### src/rtl/fadd_cal_pipe.sv
// fadd_cal_pipe: two-stage fraction add/subtract returning magnitude, sign flip,
// zero flag and leading-zero count over a valid/ready handshake.
module fadd_cal_pipe #(
   parameter int FRAC_W = 24,
   parameter int GRS_W = 3,
   localparam int SM_W = FRAC_W + GRS_W,
   localparam int SUM_W = SM_W + 1,
   localparam int LZ_W = $clog2(SUM_W + 1)
) (
   input  logic              clk,
   input  logic              rst,
   input  logic              in_valid,
   output logic              in_ready,
   input  logic              op_sub,
   input  logic [FRAC_W-1:0] large_frac,
   input  logic [SM_W-1:0]   small_frac,
   output logic              out_valid,
   input  logic              out_ready,
   output logic [SUM_W-1:0]  cal_frac,
   output logic              neg,
   output logic              zero,
   output logic [LZ_W-1:0]   lzc
);
   logic             s1_valid, s1_neg, s1_adv, s2_adv, b_gt;
   logic [SUM_W-1:0] a, b, r, s1_r;
   logic [LZ_W-1:0]  lz;

   assign s2_adv = !out_valid || out_ready;
   assign s1_adv = !s1_valid || s2_adv;
   assign in_ready = s1_adv;

   // Compare and subtract together so only a magnitude is ever registered
   always_comb begin
      a = {1'b0, large_frac, {GRS_W{1'b0}}};
      b = {1'b0, small_frac};
      b_gt = b > a;
      r = !op_sub ? a + b : b_gt ? b - a : a - b;
   end

   always_comb begin
      lz = LZ_W'(SUM_W);
      for (int i = 0; i < SUM_W; i++)
         if (s1_r[i]) lz = LZ_W'(SUM_W - 1 - i);
   end

   always_ff @(posedge clk)
      if (in_valid && s1_adv) begin
         s1_r <= r;
         s1_neg <= op_sub && b_gt;
      end

   always_ff @(posedge clk)
      if (rst) begin
         s1_valid <= 1'b0;
         out_valid <= 1'b0;
         cal_frac <= '0;
         neg <= 1'b0;
         zero <= 1'b0;
         lzc <= '0;
      end else begin
         if (s1_adv) s1_valid <= in_valid;
         if (s2_adv) out_valid <= s1_valid;
         if (s2_adv && s1_valid) begin
            cal_frac <= s1_r;
            neg <= s1_neg && |s1_r;
            zero <= ~|s1_r;
            lzc <= lz;
         end
      end
endmodule

### config.mk
export PLATFORM = sky130hd
export DESIGN_NAME = fadd_cal_pipe
export DESIGN_NICKNAME = d
export VERILOG_FILES = /design/src/rtl/fadd_cal_pipe.sv
export SDC_FILE = /design/constraint.sdc
export NUM_CORES = 1
export LEC_CHECK = 0
export CAP_MARGIN = 25
export CORE_MARGIN = 5
export CORE_UTILIZATION = 51
export DETAILED_ROUTE_END_ITERATION = 10
export PLACE_DENSITY = 0.79
export SYNTH_ARGS = -nofsm -noshare
export SYNTH_HDL_FRONTEND = slang
export SYNTH_SLANG_ARGS = --single-unit
### constraint.sdc
create_clock -name clk -period 3.25 [get_ports clk]
set_input_delay 0.325 -clock clk [delete_from_list [all_inputs] [get_ports clk]]
set_output_delay 0.325 -clock clk [all_outputs]
set_load 0.005 [all_outputs]
* Word level (Yosys, flattened, before mapping)
Index checks and enable logic that the tools add are counted. W data, S select, Z words.
Word-level totals: bits in registers 66, input port bits 56, output and inout bits 37, logic and storage cells 52
Cells by class: $add $sub $neg 3, order comparisons 1, mux-type cells 30, reductions and logical operators 10
Operators by type and width (count):
- $mux W5 | 27
- $mux W28 | 2
- $sub A27 B27 Y28 | 2
- $add A27 B27 Y28 | 1
- $reduce_or A28 Y1 | 1
- $gt A27 B27 Y1 | 1
- $logic_and A1 B1 Y1 | 4
- $logic_not A1 Y1 | 3
- $mux W3 | 1
- $logic_or A1 B1 Y1 | 2

* Depth between registers and ports, before layout
Gate-level depths: netlist of the first run.
depth in word-level cells 28, depth in mapped cells 16, mapped depth without buffers 13

* Worst setup path after synthesis of the first run
Ideal clock, no wire load.
path type input to register, start input large_frac[1], end register s1_r[26] (data pin), setup time 0.261 ns, data arrival time 2.807 ns, required time 2.989 ns, path slack 0.182 ns, cell stages on the path 13, buffers on the path 2, path through inv_1 -> ha_1 -> nor2b_4 -> o21bai_4 -> a311oi_1 -> or4_1 -> a31o_1 -> buf_6 -> buf_6 -> a2111o_1 -> o311ai_1 -> nand3_1 -> xor2_1
On the way: longest elaborated chain between the ends 3, elaborated cells between the ends (all ways) 6, those cells by class add/sub (3); order compare (1); mux (2)
Ends and longest elaborated chain:
- from (decl) | line 15 | input logic [FRAC_W-1:0] large_frac,
- $sub A27 B27 Y28 or $gt A27 B27 Y1 (tied branches) | line 37, 36
- $mux W28 | line 37 | r = !op_sub ? a + b : b_gt ? b - a : a - b;
- $mux W28 (*) | line 37
- net r[26] | line 25 | logic [SUM_W-1:0] a, b, r, s1_r;
- to (signal assigned) | line 48 | s1_r <= r;
- to (decl) | line 25
Mark *: on every way through the listed nets, which the timed path passes. The rest lies on a longest branch. A chain may end at the register's enable or synchronous reset.

* Worst setup path in the final report of the first run
start input large_frac[3], end register s1_r[27] (data pin)
Same word-level chain as after synthesis.

==> metrics.yaml, run 1 <==
status: "completed"
gr-total-overflow: 0
fmax_mhz: 317
cp_common_cell: "a211o_1"
cp-end-kind: "flip-flop"
antenna_cells: 0
final_area_mm2: 0.00874
synthTopCellsByArea: "ha_1, edfxtp_1, dfxtp_1, a21oi_1, nand2_1"
worstPathCellList: "clkdlybuf4s50_1 > buf_4 > ha_1 > or2_1 > o221ai_2 > a21oi_2 > a211o_1 > a211o_1 > o31a_1 > a211oi_1 > o21ai_0 > and4_1"
ctsRootBufferMaster: "clkbuf_16"
cp.required_ns: 3.33
synthArstFlopShare: 0
netlist_instances: 809
syn-num-nets: 939
fp.dieH_um: 120
grt_pass1_wl_um: 28200
die_w_um: 120
start_util: 0.518
critPathMaxFanout: 4
synthFlopType: "dfxtp_1"
tns_ns: 0
final_max_slew_viol_count: 0
clk_path_buf_depth: 2
placed_area_mm2: 0.00817
p_total_mw: 3.21
power_density_mw_per_mm2: 367
nFillCells: 937
path_clk_slew_ns: 0.05
yosys.area.top_type_share: 0.145
gp_congestion: 0.991
grt_max_degree: 37
row_count: 40
power_leakage_nw: 3.92
grtUsageTotal: 0.233
hold_buffers: 0
syn_area_mm2: 0.00620
crit_type: "input port to flip-flop"
core_mm2: 0.0120
fin_skew_ns: 0.00348
synth_seq_cells: 66
tightest_slew_ns: 0.858
cts_made_buffers: 9
holdCritPathClass: "flip-flop to flip-flop"
synthTopCellsByCount: "a21oi_1, nand2_1, inv_1, ha_1, nor2_1"
syn_avg_cell_area_um2: 7.66
crit_path_start_kind: "input port"
multi_input_area_mm2: 0.00430
first_iter_violations: 768
critPathSlowestCell: "clkdlybuf4s50_1"
finalWirelength_um: 17500
vias: 6584
synth_top_cell_by_area: "ha_1"
clk_latency_ns: 0.33
routed.top_layer: "met4"
worst-endpoint-arrival_ns: 3.24
slew_headroom: 0.428
wl_met2_um: 8030
htree_levels: 3
drc: 0
yosys_warnings: 0
regArea_mm2: 0.00161
grt_pass1_vias: 5965
cts_tree: "done"
maxCapViolCount: 0
pin_count: 93
met3_length_um: 1350
clock-sinks: 66
ir_worst_vdd_v: 0.000211
wire_per_inst_um: 15.0
firstDrtPassIters: 5
hold_ws_ns: 0.450
routed_via_density: 5.64
synth_edf_count: 29
holdCritStartpoint: "cal_frac[24]$_SDFFE_PP0P_"
synthToLayoutAreaGrowth_pct: 41.1
nNetsFinal: 1146
place_hpwl_um: 13800
rr_startpoint: "s1_r[2]$_DFFE_PP_"
final_hold_viol_count: 0
synth-seq-area-share: 0.260
drive_gt1_frac: 0.205
numPortBuffers: 92
m1WireLength_um: 7840
die_area_mm2: 0.0145
antenna_found_initial: 0
yosysMostFrequentCell: "a21oi_1"
ant_nets: 0
period_share: 0.970
setup_viol: 0
period_minus_slack_ns: 3.15
critPathMaxStageDelay_ns: 0.42
startpoint: "large_frac[3]"
synth_cell_types: 68
layer usage:
| layer | vias to the layer above | track usage |
|---|---|---|
| met4 | 0 | 0.0637 |
| met1 | 3010 | 0.328 |
| met5 | - | 0 |
| li1 | 3242 | - |
| met2 | 302 | 0.378 |
| met3 | 30 | 0.0281 |
sequential cells by signal, summed over array words and instances, names as in the netlist:
name,count
out_valid,1
s1_valid,1
lzc,5
zero,1
s1_neg,1
neg,1
s1_r,28
cal_frac,28
worst max-delay path: cells and delay by family:
family	cells	cell delay, ns
buffers and inverters	2	0.56
and+or+nand+nor	2	0.39
adders and majority gates	1	0.19
AOI/OAI and AO/OA	7	1.76
cell usage in the layout (no fill, tap or decap), drive strengths merged, types with 11 or more instances in the layout:
master         count
nor2              67
nand2b            11
o31ai             13
clkdlybuf4s50     89
dfxtp             37
nand3             16
xnor2             17
a21o              16
mux2i             16
clkbuf            11
ha                72
nand2            104
o21ai             31
buf              146
nor3              15
edfxtp            29
inv               85
a21oi            107
worst paths after layout:
| kind | endpoint | depth (start not counted) | slack [ns] |
|---|---|---|---|
| worst max-delay path | s1_r[27]$_DFFE_PP_ | 12 | 0.1 |
| worst min-delay path | cal_frac[24]$_SDFFE_PP0P_ | 2 | 0.45 |
| worst max register to register | lzc[1]$_SDFFE_PP0P_ | 8 | 0.98 |
| worst min register to register | cal_frac[24]$_SDFFE_PP0P_ | 2 | 0.45 |
cells by family (layout without fill, tap and decap cells):
| kind of cell | count (synthesis) | in the layout | synth area share |
|---|---|---|---|
| fa+ha+maj | 74 | 74 | 0.152 |
| flops | 66 | 66 | 0.260 |
| compound gates | 238 | 238 | 0.244 |
| mux | 19 | 19 | 0.0313 |
| xor+xnor | 25 | 25 | 0.0353 |
| simple gates | 260 | 260 | 0.194 |
| buf+inv | 127 | 339 | 0.0836 |
cell type report:
class,count,share of cell area
Timing Repair Buffer,238,0.232
Multi-Input combinational cell,616,0.492
Tap cell,147,0.0210
Inverter,85,0.0365
Clock buffer,11,0.0315
Sequential cell,66,0.184
Clock inverter,5,0.00272
per-stage QoR:
step | instances | utilization | setup WS, ns
after global routing | 1168 | 0.731 | -0.0322
after global placement | 1148 | 0.683 | -0.348
after CTS | 1164 | 0.711 | 0.00809
final | 1168 | 0.731 | 0.0976
after detailed placement | 1148 | 0.683 | -0.417
after floorplan | 809 | - | 0.182
what timing repair did:
action / 4_1_cts / 5_1_grt
buffers inserted: 0 / 4
setup endpoints to repair: 9 / 15
resized for setup: 6 / 38
pin swaps: 1 / 21
where the power goes:
part           switching, mW  internal (mW)
Clock                  0.328          0.600
Sequential            0.0711          0.977
Combinational          0.625          0.606
(Power assumes the default switching activity.)
==> run 2, diff against run 1 <==
- CTS_CLUSTER_DIAMETER: unset -> 80
==> results of run 2 <==
The final DEF is identical to that of run 1; final timing and power are the same.
==> run 3, diff against run 2 <==
- CORE_UTILIZATION: 51 -> 30
- PLACE_DENSITY: 0.79 -> unset
==> metrics.yaml, run 3 (synthesis gave the netlist of run 1 again) <==
pre_cts_ws_ns: -0.515  # -0.0985 ns
final_hold_viol_count: 0  # unchanged
final_area_mm2: 0.00909  # +3.9%
switching_share: 0.323  # +0.00413
grtUsageTotal: 0.155  # -0.0778
htree_levels: 3  # unchanged
worstPathCellList: "clkdlybuf4s50_1 > inv_1 > ha_4 > buf_6 > nor2_1 > o221ai_2 > a21oi_2 > a211o_1 > a211o_1 > o31a_1 > a2111o_1 > o31ai_2 > xor2_1"
wl_met2_um: 8580  # +6.8%
ctsRootBufferMaster: "clkbuf_16"
power.switching_mw: 1.05  # +2.2%
grt_pass1_wl_um: 30900  # +9.4%
final_cell_mix: "buf_4, nand2_1, a21oi_1"
fp.dieH_um: 154  # +28%
cts_made_buffers: 9  # unchanged
p_total_mw: 3.23  # +0.86%
clock_power_share: 0.281  # -0.008
drc: 0  # unchanged
first_iter_violations: 314  # -59%
clock-sinks: 66  # unchanged
fin_ws_ns: 0.0860  # -0.0116 ns
pin_count: 93  # unchanged
gr-total-overflow: 0  # unchanged
m1WireLength_um: 9310  # +19%
fin_skew_ns: 0.00437  # +0.000885 ns
power_density_mw_per_mm2: 356  # -2.9%
multi_input_area_mm2: 0.00433  # +0.76%
cp.required_ns: 3.32  # about the same
final_max_slew_viol_count: 0  # unchanged
clk_latency_ns: 0.32  # about the same
worstRegToRegCells: 8  # unchanged
holdCritStartpoint: "cal_frac[3]$_SDFFE_PP0P_"
crit_type: "input port to flip-flop"
critPathMaxStageDelay_ns: 0.49  # +0.07 ns
die_area_mm2: 0.0236  # +63%
power_leakage_nw: 4.03  # +2.7%
nNetsFinal: 1167  # +1.8%
fmax_mhz: 316  # -0.37%
path_delay_family: "compound AO/OA/AOI/OAI gates"
ant_nets: 0  # unchanged
cp-end-kind: "flip-flop"
routed_via_density: 4.91  # -13%
firstDrtPassIters: 5  # unchanged
numPortBuffers: 92  # unchanged
r2r_slack_ns: 1.12  # +0.14 ns
period_share: 0.974  # +0.00357
antenna_cells: 0  # unchanged
drive_gt1_frac: 0.225  # +0.0201
gp_congestion: 0.951  # -4.1%
ir_worst_vdd_v: 0.000326  # +55%
status: "completed"
grt_max_degree: 30  # -19%
hold_ws_ns: 0.452  # +0.00219 ns
tns_ns: 0  # unchanged
finalWirelength_um: 19100  # +9.2%
routed.top_layer: "met4"
antenna_found_initial: 0  # unchanged
row_count: 52  # +30%
crit_path_start_kind: "input port"
rsz0062_at_grt: "yes"
min_path_cells: 2  # unchanged
holdCritPathClass: "flip-flop to flip-flop"
placed_area_mm2: 0.00847  # +3.6%
wire_per_inst_um: 14.6  # -2.8%
power.internal_mw: 2.19  # +0.25%
synthToLayoutAreaGrowth_pct: 46.6
critPathBufInv: 3  # +1
path_clk_slew_ns: 0.05  # about the same
period_minus_slack_ns: 3.16  # +0.0116 ns
cp_common_cell: "a211o_1"
critPathSlowestCell: "clkdlybuf4s50_1"
mostFrequentLayoutCell: "buf_4"
vias: 6443  # -2.1%
p_seq_frac: 0.326  # about the same
setup_viol: 0  # unchanged
startpoint: "large_frac[2]"
rr_startpoint: "s1_r[2]$_DFFE_PP_"
maxCapViolCount: 0  # unchanged
cp.depth: 13  # +1
met3_length_um: 980  # -28%
core_mm2: 0.0203  # +70%
reg_top3: "cal_frac x28, s1_r x28, lzc x5"
hold_buffers: 0  # unchanged
place_hpwl_um: 15400  # +11%
tightest_slew_ns: 0.746  # -0.112 ns
power.share.combinational: 0.392  # +0.008
nFillCells: 2101  # +120%
critPathMaxFanout: 7  # +3
start_util: 0.305  # -0.213
grt_pass1_vias: 6276  # +5.2%
clk_path_buf_depth: 2  # unchanged
worst-endpoint-arrival_ns: 3.23  # about the same
slew_headroom: 0.503  # +0.0747
cts_tree: "done"
regArea_mm2: 0.00161  # unchanged
die_w_um: 154  # +28%
[run 3: cell count changes in the layout (fill, tap and decap cells not counted), sizes merged]
cell           before  now
buf               146  167
clkinv              5    2
clkbuf             11   13
clkdlybuf4s50      89   87
dlygate4sd2         0    1
dlymetal6s2s        3    4
[run 3: timing repair]
item                       4_1_cts  5_1_grt
setup endpoints to repair       16       14
gates resized for setup         11       44
pin swaps                        5       19
buffers inserted                 3        3
[run 3: power by group through the flow]
stage	Combinational, mW	Clock [mW]	Sequential [mW]
3_5_place_dp	1.18	0	1.07
6_report	1.27	0.910	1.06
4_1_cts	1.21	0.924	1.05
2_1_floorplan	0.663	0	1.05
5_1_grt	1.39	0.965	1.07
3_3_place_gp	1.18	0	1.07
[run 3: metal layers]
| layer | up-vias | global-route usage |
|---|---|---|
| met3 | 18 | 0.0278 |
| met4 | 0 | 0.0378 |
| met5 | - | 0 |
| met1 | 2976 | 0.219 |
| li1 | 3282 | - |
| met2 | 167 | 0.247 |
[run 3: stage by stage]
stage	util	cells
floorplan	-	809
global route	0.448	1311
global placement	0.417	1290
CTS	0.434	1308
detailed placement	0.417	1290
finish	0.448	1311
[run 3: worst min-delay path, delay by kind of cell (launching register included)]
family	cells	cell delay [ns]
AND/OR/NAND/NOR	1	0.05
AO/OA/AOI/OAI	1	0.05
flip-flops	1	0.30
[run 3: area by class of cell]
type | count | area share
multi-input cells | 616 | 0.477
clock inverters | 2 | 0.00110
repair buffers | 259 | 0.242
clock buffers | 13 | 0.0299
well taps | 270 | 0.0372
flip-flops and latches | 66 | 0.177
inverters | 85 | 0.0351
[run 3: worst paths after layout]
path	to
setup reg to reg	lzc[1]$_SDFFE_PP0P_
hold reg to reg	cal_frac[3]$_SDFFE_PP0P_
setup / recovery	s1_r[25]$_DFFE_PP_
hold / removal	cal_frac[3]$_SDFFE_PP0P_
